`config.mk`:
```
export PLATFORM = sky130hd
export DESIGN_NAME = packet_scheduler
export DESIGN_NICKNAME = d
export VERILOG_FILES = /design/src/rtl/hdmi_packet_pkg.sv /design/src/rtl/infoframe_tracker.sv /design/src/rtl/packet_scheduler.sv
export SDC_FILE = /design/constraint.sdc
export NUM_CORES = 1
export LEC_CHECK = 0
export BUFFER_PORTS_ARGS = -buffer_cell sky130_fd_sc_hd__buf_2
export CAP_MARGIN = 30
export CORE_ASPECT_RATIO = 1.4
export CORE_MARGIN = 1.5
export CORE_UTILIZATION = 57
export CTS_BUF_LIST = sky130_fd_sc_hd__clkbuf_8 sky130_fd_sc_hd__clkbuf_16
export CTS_CLUSTER_SIZE = 8
export DETAILED_ROUTE_END_ITERATION = 16
export GPL_TIMING_DRIVEN = 0
export PLACE_DENSITY = 0.79
export SLEW_MARGIN = 20
export SYNTH_ARGS = -nofsm -noshare
export SYNTH_HDL_FRONTEND = slang
export SYNTH_SLANG_ARGS = --single-unit
```
`constraint.sdc`:
```
create_clock -name clk_pixel -period 2 [get_ports clk_pixel]
set_input_delay 0.1 -clock clk_pixel [delete_from_list [all_inputs] [get_ports clk_pixel]]
set_output_delay 0.1 -clock clk_pixel [all_outputs]
set_load 0.1 [all_outputs]
```
`src/rtl/hdmi_packet_pkg.sv`:
```
// hdmi_packet_pkg: shared packet-type codes and widths for the data-island
// packet scheduler and its InfoFrame trackers.
//   packet_type_t : 8-bit packet header type code
//   PKT_*         : codes of the packets the scheduler can emit
//   CNT_W         : width of the field counter and the stream-grant streak
//                   counter (PERIOD and MAX_CONSECUTIVE are limited to 1..15)
package hdmi_packet_pkg;

    typedef logic [7:0] packet_type_t;

    localparam packet_type_t PKT_NULL         = 8'h00;
    localparam packet_type_t PKT_ACR          = 8'h01;
    localparam packet_type_t PKT_AUDIO_SAMPLE = 8'h02;
    localparam packet_type_t PKT_AVI          = 8'h82;
    localparam packet_type_t PKT_SPD          = 8'h83;
    localparam packet_type_t PKT_AUDIO_INFO   = 8'h84;

    localparam int CNT_W = 4;

endpackage

```
`src/rtl/infoframe_tracker.sv`:
```
// infoframe_tracker: deadline bookkeeping for one periodic InfoFrame.
// Counts video fields, re-arms the frame every PERIOD fields and flags a
// missed deadline when the frame is re-armed while still untransmitted.
// Ports:
//   clk_pixel, reset_n : clock, asynchronous active-low reset
//   enable             : quasi-static InfoFrame enable
//   field_end          : one-cycle end-of-field pulse
//   grant              : the scheduler picks this frame in the current cycle
//   pending            : frame waiting for transmission
//   urgent             : pending and in the last field of its period
//   missed             : sticky deadline-miss flag
module infoframe_tracker
    import hdmi_packet_pkg::*;
#(
    parameter int PERIOD = 2
) (
    input  logic clk_pixel,
    input  logic reset_n,
    input  logic enable,
    input  logic field_end,
    input  logic grant,
    output logic pending,
    output logic urgent,
    output logic missed
);

    localparam logic [CNT_W-1:0] LAST = CNT_W'(PERIOD - 1);

    logic [CNT_W-1:0] cnt_q, cnt_d;
    // sent_q: transmitted since the last re-arm. Storing "sent" instead of
    // "pending" lets the reset value be a constant while pending still
    // comes out of reset equal to enable.
    logic sent_q, sent_d;
    // en_q resets high so an enabled frame is pending straight out of
    // reset; after a disable it delays re-arming by one cycle.
    logic en_q;
    logic missed_q, missed_d;
    logic wrap;

    assign pending = enable & en_q & ~sent_q;
    assign urgent  = pending & (cnt_q == LAST);
    assign missed  = missed_q;
    assign wrap    = field_end & (cnt_q == LAST);

    always_comb begin
        cnt_d    = cnt_q;
        sent_d   = sent_q;
        missed_d = missed_q;
        if (!enable) begin
            cnt_d  = '0;
            sent_d = 1'b0;
        end else begin
            if (field_end) begin
                cnt_d = wrap ? '0 : cnt_q + CNT_W'(1);
            end
            // Re-arm beats a coincident grant: the frame stays pending and
            // the grant just served is not counted as a miss.
            if (wrap) begin
                sent_d = 1'b0;
                if (pending && !grant) begin
                    missed_d = 1'b1;
                end
            end else if (grant) begin
                sent_d = 1'b1;
            end
        end
    end

    always_ff @(posedge clk_pixel or negedge reset_n) begin
        if (!reset_n) begin
            cnt_q    <= '0;
            sent_q   <= 1'b0;
            en_q     <= 1'b1;
            missed_q <= 1'b0;
        end else begin
            cnt_q    <= cnt_d;
            sent_q   <= sent_d;
            en_q     <= enable;
            missed_q <= missed_d;
        end
    end

endmodule

```
`src/rtl/packet_scheduler.sv`:
```
// packet_scheduler: per-island-slot arbiter between streaming sources and
// periodic InfoFrames. On packet_enable it picks, first match wins:
//   1. lowest-index urgent InfoFrame once the stream streak hit MAX_CONSECUTIVE
//   2. highest-priority (lowest-index) requesting stream, acked
//   3. lowest-index pending InfoFrame
//   4. null packet
// Ports:
//   clk_pixel, reset_n      : clock, asynchronous active-low reset
//   video_field_end         : end-of-field pulse
//   packet_enable           : decide the next island slot
//   stream_req / stream_ack : stream request level / one-hot grant pulse
//   infoframe_enable        : per-InfoFrame enable
//   packet_type             : registered code of the current slot
//   packet_valid            : pulse when packet_type was updated
//   infoframe_missed        : sticky per-InfoFrame deadline miss
//   null_slots              : null grants of the last field (only with
//                             PACKET_SCHEDULER_STATS_EN defined)
module packet_scheduler
    import hdmi_packet_pkg::*;
#(
    parameter int                          NUM_STREAMS      = 2,
    parameter logic [NUM_STREAMS*8-1:0]    STREAM_TYPES     = {PKT_AUDIO_SAMPLE, PKT_ACR},
    parameter int                          NUM_INFOFRAMES   = 3,
    parameter logic [NUM_INFOFRAMES*8-1:0] INFOFRAME_TYPES  = {PKT_SPD, PKT_AVI, PKT_AUDIO_INFO},
    parameter int                          INFOFRAME_PERIOD = 2,
    parameter int                          MAX_CONSECUTIVE  = 4
) (
    input  logic                      clk_pixel,
    input  logic                      reset_n,
    input  logic                      video_field_end,
    input  logic                      packet_enable,
    input  logic [NUM_STREAMS-1:0]    stream_req,
    output logic [NUM_STREAMS-1:0]    stream_ack,
    input  logic [NUM_INFOFRAMES-1:0] infoframe_enable,
    output packet_type_t              packet_type,
    output logic                      packet_valid,
    output logic [NUM_INFOFRAMES-1:0] infoframe_missed
`ifdef PACKET_SCHEDULER_STATS_EN
    ,
    output logic [15:0]               null_slots
`endif
);

    localparam logic [CNT_W-1:0] STREAK_MAX = CNT_W'(MAX_CONSECUTIVE);

    logic [NUM_INFOFRAMES-1:0] if_pending, if_urgent, if_grant;
    logic [NUM_INFOFRAMES-1:0] urg_oh, pend_oh;
    logic [NUM_STREAMS-1:0]    req_oh;
    packet_type_t              stream_code, urg_code, pend_code;
    logic                      preempt;

    logic [CNT_W-1:0]       streak_q, streak_d;
    packet_type_t           type_q, type_d;
    logic                   valid_q;
    logic [NUM_STREAMS-1:0] ack_q, ack_d;

    for (genvar j = 0; j < NUM_INFOFRAMES; j++) begin : g_if
        infoframe_tracker #(
            .PERIOD(INFOFRAME_PERIOD)
        ) u_trk (
            .clk_pixel(clk_pixel),
            .reset_n  (reset_n),
            .enable   (infoframe_enable[j]),
            .field_end(video_field_end),
            .grant    (if_grant[j]),
            .pending  (if_pending[j]),
            .urgent   (if_urgent[j]),
            .missed   (infoframe_missed[j])
        );
    end

    // Isolate the lowest set bit: x & -x.
    assign req_oh  = stream_req & (~stream_req + NUM_STREAMS'(1));
    assign urg_oh  = if_urgent  & (~if_urgent  + NUM_INFOFRAMES'(1));
    assign pend_oh = if_pending & (~if_pending + NUM_INFOFRAMES'(1));

    always_comb begin
        stream_code = PKT_NULL;
        for (int i = 0; i < NUM_STREAMS; i++) begin
            if (req_oh[i]) stream_code = STREAM_TYPES[i*8 +: 8];
        end
    end

    always_comb begin
        urg_code  = PKT_NULL;
        pend_code = PKT_NULL;
        for (int j = 0; j < NUM_INFOFRAMES; j++) begin
            if (urg_oh[j])  urg_code  = INFOFRAME_TYPES[j*8 +: 8];
            if (pend_oh[j]) pend_code = INFOFRAME_TYPES[j*8 +: 8];
        end
    end

    assign preempt = (|if_urgent) && (streak_q >= STREAK_MAX);

    always_comb begin
        type_d   = type_q;
        ack_d    = '0;
        if_grant = '0;
        streak_d = streak_q;
        if (packet_enable) begin
            if (preempt) begin
                type_d   = urg_code;
                if_grant = urg_oh;
                streak_d = '0;
            end else if (|stream_req) begin
                type_d = stream_code;
                ack_d  = req_oh;
                if (streak_q < STREAK_MAX) streak_d = streak_q + CNT_W'(1);
            end else if (|if_pending) begin
                type_d   = pend_code;
                if_grant = pend_oh;
                streak_d = '0;
            end else begin
                type_d   = PKT_NULL;
                streak_d = '0;
            end
        end
    end

    always_ff @(posedge clk_pixel or negedge reset_n) begin
        if (!reset_n) begin
            type_q   <= PKT_NULL;
            valid_q  <= 1'b0;
            ack_q    <= '0;
            streak_q <= '0;
        end else begin
            type_q   <= type_d;
            valid_q  <= packet_enable;
            ack_q    <= ack_d;
            streak_q <= streak_d;
        end
    end

    assign packet_type  = type_q;
    assign packet_valid = valid_q;
    assign stream_ack   = ack_q;

`ifdef PACKET_SCHEDULER_STATS_EN
    // No request and nothing pending (urgent implies pending) means null.
    logic        null_grant;
    logic [15:0] null_cnt_q, null_cnt_d, null_slots_q;

    assign null_grant = packet_enable & ~(|stream_req) & ~(|if_pending);

    always_comb begin
        null_cnt_d = null_cnt_q;
        if (null_grant && null_cnt_q != 16'hFFFF) null_cnt_d = null_cnt_q + 16'd1;
    end

    // A null grant coinciding with field_end is counted in the closing field.
    always_ff @(posedge clk_pixel or negedge reset_n) begin
        if (!reset_n) begin
            null_cnt_q   <= '0;
            null_slots_q <= '0;
        end else if (video_field_end) begin
            null_cnt_q   <= '0;
            null_slots_q <= null_cnt_d;
        end else begin
            null_cnt_q   <= null_cnt_d;
        end
    end

    assign null_slots = null_slots_q;
`endif

endmodule

```
==> summary.md, run 1 <==
| Metric | Value |
|---|---|
| Register bit count reported by yosys | 32 |
| Most frequent cells in the layout | sky130_fd_sc_hd__dfrtp_1, sky130_fd_sc_hd__buf_2, sky130_fd_sc_hd__nand2_1, sky130_fd_sc_hd__nor2b_1 |
| Worst reg2reg path endpoint | streak_q[0]$_DFFE_PN0P_ |
| Count of final max-slew check failures | 0 |
| Total Die Area | 0.00344 mm2 |
| Starting DRT DRC Count | 28 |
| Total number of nets in the final design | 216 |
| Routability-driven placement congestion ratio | 0.874 |
| Maximum resistive drop on vdd | 0.581 mV |
| CTS buffer count | 5 |
| Ratio of cells with drive above 1 in the final layout | 26.5% |
| Number of enable-type register cells in the synthesized netlist | 0 |
| First-pass GRT wire length | 6000 um |
| Main flop type after synthesis | sky130_fd_sc_hd__dfrtp_1 |
| Routed met3 length | 91 um |
| Final core utilization | 70.8% |
| Shortest clock period the worst path allows after layout | 1.86 ns |
| Part of the Yosys area used for sequential elements | 45.6% |
| Mean area per synthesized cell | 10.4 um2 |
| Drt via density | 5.72 |
| Total global-route track usage | 23.4% |
| DRT antenna net count | 0 |
| Total number of placement rows | 23 |
| Placed Instance Area | 0.00191 mm2 |
| Highest metal used | met4 |
| Part of the cycle the worst path needs | 92.9% |
| DP Wirelength | 2600 um |
| RSZ-0062 raised after global routing | no |
| Total Negative Setup Slacks | 0 ns |
| Placed Cells | 226 |
| Warnings, synthesis | 0 |
| CP Capture Type | flip-flop |
| Core region area | 0.00291 mm2 |
| Cell count of the worst hold path | 1 |
| First-pass detailed-route iteration total | 4 |
| Maximum capacitance violations | 0 |
| Achievable frequency | 538 MHz |
| Syn-to-layout area delta | 16.7% |
| Total Routed Length | 3560 um |
| Maximum fanout encountered on the critical timing path | 5 |
| Via count of the first global-routing pass | 1388 |
| Area of all sequential standard cells | 805 um2 |
| Pin count of the biggest net entering global routing | 33 |
| Diode insertion count for antenna repair | 0 |
| Kind of launch point of the worst setup path | flip-flop |
| HP Start | packet_enable |
| CTS clk-pin slew, worst paths | 0.06 ns |
| Starting Density | 60.7% |
| Die H | 68.8 um |
| Vias after detailed routing | 1355 |
| Number of filler instances in the final layout | 232 |
| Leak Pwr | 0.956 nW |
| Worst Path Arrival | 2.02 ns |
| Result of the run | complete, no violations |
| Hold EP | packet_valid$_DFF_PN0_ |
| Post-route met1 wirelength | 1390 um |
| Clk Latency, worst-skew pair | 0.28 ns |
| Worst-case headroom to the max-slew limit | 54.0% |
| Antenna violations before repair | 0 |
| Boundary pin count | 23 |
| Area used by multi-input combinational logic | 886 um2 |
| Syn Std Cell Area | 0.00176 mm2 |
| Start-to-end type of the worst setup path | reg2reg |
| Post-route cell area | 0.00206 mm2 |
| Required time of the worst setup path | 2.16 ns |
| Final-report setup violation count | 0 |
| Worst Setup SP | g_if[2].u_trk.cnt_q[1]$_DFFE_PN0P_ |
| H-tree depth reported by CTS | 2 |
| Worst reg2reg path startpoint | g_if[2].u_trk.cnt_q[1]$_DFFE_PN0P_ |
| Most common cell after layout, fill and taps aside | sky130_fd_sc_hd__dfrtp_1 |
| Synth async-reset ratio | 100% |
| Register-to-Register Setup Slack | 0.14 ns |
| Root cell of the clock tree | sky130_fd_sc_hd__clkbuf_8 |
| Clock sink count | 32 |
| Routed length per instance | 15.0 um |
| Worst setup skew after layout | 0.00349 ns |
| Post-Syn Instances | 169 |
| Count of buffers from port buffering | 17 |
| Met2 wire len | 2000 um |
| CTS tree | done |
| Min-delay worst type | in2reg |
| Post-detailed-route DRC marker count | 0 |
| Die width | 50 um |
| Hold Vio Cnt, Final | 0 |
| Grt total ovfl | 0 |
| Power Dens Cells | 1020 mW/mm2 |
| Post-route non-filler standard cell count | 237 |
| Count of cells along the worst register-to-register path | 6 |
| Unique masters post-synth | 53 |
| Actual transition at the worst max-transition pin | 0.691 ns |
| CTS max path bufs | 2 |
-- synthesized netlist by cell type, types with 2 or more instances --
| library cell | n | share of area [%] |
|---|---|---|
| sky130_fd_sc_hd__inv_1 | 8 | 1.7 |
| sky130_fd_sc_hd__nor3_1 | 7 | 2.0 |
| sky130_fd_sc_hd__nor3b_1 | 4 | 1.7 |
| sky130_fd_sc_hd__ha_1 | 7 | 5.0 |
| sky130_fd_sc_hd__and3b_1 | 3 | 1.5 |
| sky130_fd_sc_hd__mux2i_1 | 3 | 1.7 |
| sky130_fd_sc_hd__o31ai_1 | 2 | 0.85 |
| sky130_fd_sc_hd__nand3b_1 | 2 | 0.85 |
| sky130_fd_sc_hd__nor2_2 | 2 | 0.71 |
| sky130_fd_sc_hd__nor2_1 | 8 | 1.7 |
| sky130_fd_sc_hd__a22o_1 | 3 | 1.5 |
| sky130_fd_sc_hd__xnor2_1 | 2 | 0.99 |
| sky130_fd_sc_hd__nand4_1 | 3 | 1.1 |
| sky130_fd_sc_hd__clkbuf_1 | 2 | 0.43 |
| sky130_fd_sc_hd__a22oi_1 | 2 | 0.85 |
| sky130_fd_sc_hd__a211oi_1 | 2 | 0.85 |
| sky130_fd_sc_hd__nor2b_1 | 11 | 3.9 |
| sky130_fd_sc_hd__or3b_4 | 3 | 1.9 |
| sky130_fd_sc_hd__a21oi_1 | 8 | 2.3 |
| sky130_fd_sc_hd__dfrtp_1 | 29 | 41 |
| sky130_fd_sc_hd__buf_4 | 7 | 3.0 |
| sky130_fd_sc_hd__o21ai_0 | 4 | 1.1 |
| sky130_fd_sc_hd__and3_1 | 2 | 0.71 |
| sky130_fd_sc_hd__nand2_1 | 11 | 2.3 |
| sky130_fd_sc_hd__and2_1 | 3 | 1.1 |
| sky130_fd_sc_hd__dfstp_2 | 3 | 4.5 |
| sky130_fd_sc_hd__nand3_1 | 2 | 0.57 |
-- report_power, final --
group | switching [mW] | total, mW | internal [mW]
Clock | 0.220 | 0.526 | 0.306
Sequential | 0.0642 | 0.798 | 0.734
Combinational | 0.543 | 0.775 | 0.232
Total | 0.828 | 2.10 | 1.27
-- layout make-up --
class                           count  share of cell area (%)
Timing Repair Buffer               21                    6.08
Sequential cell                    32                    39.1
Tap cell                           37                    2.25
Multi-Input combinational cell    121                    43.1
Inverter                            8                    1.46
Clock buffer                        7                    4.68
Buffer                             11                    3.35
-- registers in the layout (all words and copies together), names as in the netlist --
register / cells
g_if.u_trk.missed: 3
packet_type: 4
g_if.u_trk.en_q: 3
stream_ack: 2
packet_valid: 1
g_if.u_trk.cnt_q: 12
streak_q: 4
g_if.u_trk.sent_q: 3
-- worst max path at each step --
| stage | endpoint | slack [ns] | depth (start not counted) |
|---|---|---|---|
| 2_1_floorplan | streak_q[0]$_DFFE_PN0P_ | 0.34 | 6 |
| 3_3_place_gp | packet_type[2]$_DFFE_PN0P_ | 0.04 | 6 |
| 4_1_cts | packet_type[2]$_DFFE_PN0P_ | 0.03 | 6 |
| 5_1_grt | streak_q[0]$_DFFE_PN0P_ | 0.08 | 6 |
| 3_5_place_dp | packet_type[2]$_DFFE_PN0P_ | 0.06 | 6 |
| 6_report | streak_q[0]$_DFFE_PN0P_ | 0.14 | 6 |
-- stage by stage --
step,worst slack [ns],power (mW),hold WS [ns]
finish,0.142,2.10,0.0347
global route,0.0784,2.20,0.0300
floorplan,0.337,1.43,-0.196
CTS,0.0286,2.11,0.0267
detailed placement,0.0634,1.57,0.187
global placement,0.0392,1.55,0.168
-- critical path, stage by stage, from the launching register on --
cell	delay, ns
sky130_fd_sc_hd__dfrtp_1	0.41
sky130_fd_sc_hd__inv_1	0.08
sky130_fd_sc_hd__ha_1	0.17
sky130_fd_sc_hd__or3b_4	0.42
sky130_fd_sc_hd__nor2_2	0.26
sky130_fd_sc_hd__o41ai_2	0.13
sky130_fd_sc_hd__mux2_4	0.28
-- metal layers --
| layer | track usage (%) | vias to the layer above |
|---|---|---|
| met5 | 0 | - |
| met1 | 24.7 | 669 |
| met2 | 42.8 | 19 |
| li1 | - | 659 |
| met3 | 5.60 | 8 |
| met4 | 12.8 | 0 |
-- kinds of logic (layout without fill, tap and decap cells) --
logic type	after synthesis	count (layout)	share of synthesized area, %
xor gates and xnor gates	2	2	0.994
AOI/OAI and AO/OA	38	38	17.4
muxes	4	4	2.55
DFF	32	32	45.6
adders and majority gates	7	7	4.97
other	1	4	0.213
buffers and inverters	19	47	5.61
and+or+nand+nor	66	66	22.6
-- repair_timing --
| action | in CTS | in global routing |
|---|---|---|
| resized for setup | 0 | 3 |
| endpoints found under the hold margin | 32 | 0 |
| endpoints found under the setup margin | 0 | 5 |
| hold buffers | 4 | 0 |
| buffers inserted | 0 | 0 |
(Power assumes the default switching activity.)
==> run 2, diff against run 1 <==
--- a/config.mk
+++ b/config.mk
@@ -5,16 +5,16 @@
 export SDC_FILE = /design/constraint.sdc
 export NUM_CORES = 1
 export LEC_CHECK = 0
-export BUFFER_PORTS_ARGS = -buffer_cell sky130_fd_sc_hd__buf_2
 export CAP_MARGIN = 30
 export CORE_ASPECT_RATIO = 1.4
 export CORE_MARGIN = 1.5
-export CORE_UTILIZATION = 57
+export CORE_UTILIZATION = 60
 export CTS_BUF_LIST = sky130_fd_sc_hd__clkbuf_8 sky130_fd_sc_hd__clkbuf_16
 export CTS_CLUSTER_SIZE = 8
 export DETAILED_ROUTE_END_ITERATION = 16
+export DONT_BUFFER_PORTS = 1
 export GPL_TIMING_DRIVEN = 0
-export PLACE_DENSITY = 0.79
+export PLACE_DENSITY = 0.76
 export SLEW_MARGIN = 20
 export SYNTH_ARGS = -nofsm -noshare
 export SYNTH_HDL_FRONTEND = slang
==> summary.md, run 2 (synthesized netlist as in run 1, its figures left out) <==
| Metric | Value |
|---|---|
| Final worst hold slack | 0.00924 ns |
| First-pass detailed-route iteration total | 4 |
| Min-delay worst type | in2reg |
| Via count of the first global-routing pass | 1339 |
| Worst Path Arrival | 2.00 ns |
| Part of the cycle the worst path needs | 91.5% |
| Syn-to-layout area delta | 14.9% |
| Core region area | 0.00282 mm2 |
| Number of filler instances in the final layout | 228 |
| Routability-driven placement congestion ratio | 0.861 |
| Total number of placement rows | 23 |
| Total Negative Setup Slacks | 0 ns |
| Required time of the worst setup path | 2.17 ns |
| Switching power of the nets | 0.817 mW |
| Achievable frequency | 546 MHz |
| Count of final max-slew check failures | 0 |
| Power Dens Cells | 1020 mW/mm2 |
| Result of the run | complete, no violations |
| Most frequent cells in the layout | sky130_fd_sc_hd__dfrtp_1, sky130_fd_sc_hd__nand2_1, sky130_fd_sc_hd__nor2b_1 |
| Total number of nets in the final design | 203 |
| Cell count of the worst hold path | 2 |
| Count of buffers from port buffering | 0 |
| Logic gate share of total power | 30.4% |
| Total global-route track usage | 24.3% |
| Maximum fanout encountered on the critical timing path | 5 |
| Placed Cells | 209 |
| Post-route non-filler standard cell count | 225 |
| Clk Latency, worst-skew pair | 0.29 ns |
| Leak Pwr | 0.913 nW |
| Actual transition at the worst max-transition pin | 0.910 ns |
| H-tree depth reported by CTS | 2 |
| Start-to-end type of the worst setup path | reg2reg |
| DP Wirelength | 2460 um |
| Ratio of cells with drive above 1 in the final layout | 19.7% |
| Post-detailed-route DRC marker count | 0 |
| Pin count of the biggest net entering global routing | 33 |
| Clock sink count | 32 |
| Starting Density | 62.5% |
| Worst-case headroom to the max-slew limit | 39.3% |
| Hold Vio Cnt, Final | 0 |
| Root cell of the clock tree | sky130_fd_sc_hd__clkbuf_8 |
| Total Routed Length | 3530 um |
| Kind of launch point of the worst setup path | flip-flop |
| Most flops, register | g_if.u_trk.cnt_q |
| CTS clk-pin slew, worst paths | 0.06 ns |
| Vias after detailed routing | 1312 |
| Diode insertion count for antenna repair | 0 |
| Cell-internal power | 1.25 mW |
| Die H | 67.1 um |
| Starting DRT DRC Count | 39 |
| Part of the power in registers | 43.5% |
| DRT antenna net count | 0 |
| CTS tree | done |
| Boundary pin count | 23 |
| Total Die Area | 0.00328 mm2 |
| CTS max path bufs | 2 |
| Die width | 48.8 um |
| Count of cells along the worst register-to-register path | 6 |
| Max reg flops | 12 |
| Maximum capacitance violations | 0 |
| Worst setup skew after layout | 0.00525 ns |
| Maximum resistive drop on vdd | 0.857 mV |
| Total power draw | 2.07 mW |
| Switching portion of total power | 39.5% |
| Drt via density | 5.83 |
| Grt total ovfl | 0 |
| Final-report setup violation count | 0 |
| Clock Power Share | 26.0% |
| First-pass GRT wire length | 5930 um |
| Routed length per instance | 15.7 um |
| RSZ-0062 raised after global routing | no |
| CTS buffer count | 5 |
| Most common cell after layout, fill and taps aside | sky130_fd_sc_hd__dfrtp_1 |
| Shortest clock period the worst path allows after layout | 1.83 ns |
| Antenna violations before repair | 0 |
| CP Capture Type | flip-flop |
[run 2: final cells by class]
type                       count  area, um2  area share (%)
multi-input combinational    121        886            43.7
sequential                    32        805            39.7
clock buffer                   7       96.3            4.76
timing repair buffer           8       90.1            4.45
buffer                        11       68.8            3.40
tap                           37       46.3            2.29
inverter                       8       30.0            1.48
clock inverter                 1       3.75           0.185
[run 2: worst max-delay path, stage by stage, from the launching register on]
cell and delay, ns:
sky130_fd_sc_hd__dfrtp_1 0.41, sky130_fd_sc_hd__inv_1 0.07, sky130_fd_sc_hd__ha_1 0.16, sky130_fd_sc_hd__or3b_4 0.41, sky130_fd_sc_hd__nor2_2 0.27, sky130_fd_sc_hd__o41ai_2 0.13, sky130_fd_sc_hd__mux2_4 0.27
[run 2: repair_timing]
action	CTS	global route
gates resized for setup	0	3
buffers inserted	0	0
endpoints found under the hold margin	50	0
setup endpoints to repair	0	3
hold buffers	8	0
[run 2: through the flow]
step	worst slack [ns]	util [%]	area [um2]
CTS	0.0700	71.3	2010
finish	0.169	71.8	2030
global placement	0.109	64.6	1820
floorplan	0.337	-	1770
global route	0.0575	71.8	2030
detailed placement	0.0773	64.6	1820
[run 2: metal layers]
layer / vias to the layer above / share of wire, % / GRT usage (%)
met5: - / 0 / 0
met4: 0 / 1.8 / 12.1
met3: 7 / 3.2 / 7.52
met2: 20 / 53 / 42.1
met1: 648 / 42 / 27.3
li1: 637 / - / -
[run 2: path summary, 6_finish.rpt]
path / startpoint / end / slack, ns
max: g_if[2].u_trk.cnt_q[1]$_DFFE_PN0P_ / streak_q[0]$_DFFE_PN0P_ / 0.17
min: packet_enable / streak_q[1]$_DFFE_PN0P_ / 0.009
max reg2reg: g_if[2].u_trk.cnt_q[1]$_DFFE_PN0P_ / streak_q[0]$_DFFE_PN0P_ / 0.17
min reg2reg: g_if[2].u_trk.missed$_DFFE_PN0P_ / g_if[2].u_trk.missed$_DFFE_PN0P_ / 0.47
max in group asynchronous: reset_n / g_if[1].u_trk.en_q$_DFF_PN1_ / 1.49
min in group asynchronous: reset_n / streak_q[3]$_DFFE_PN0P_ / 0.27
[run 2: power by group through the flow]
stage	clock (mW)	combinational [mW]	sequential, mW
after floorplan	0	0.540	0.894
after global placement	0	0.585	0.907
after detailed placement	0	0.593	0.912
after CTS	0.547	0.629	0.901
after global routing	0.576	0.671	0.911
final	0.538	0.630	0.901
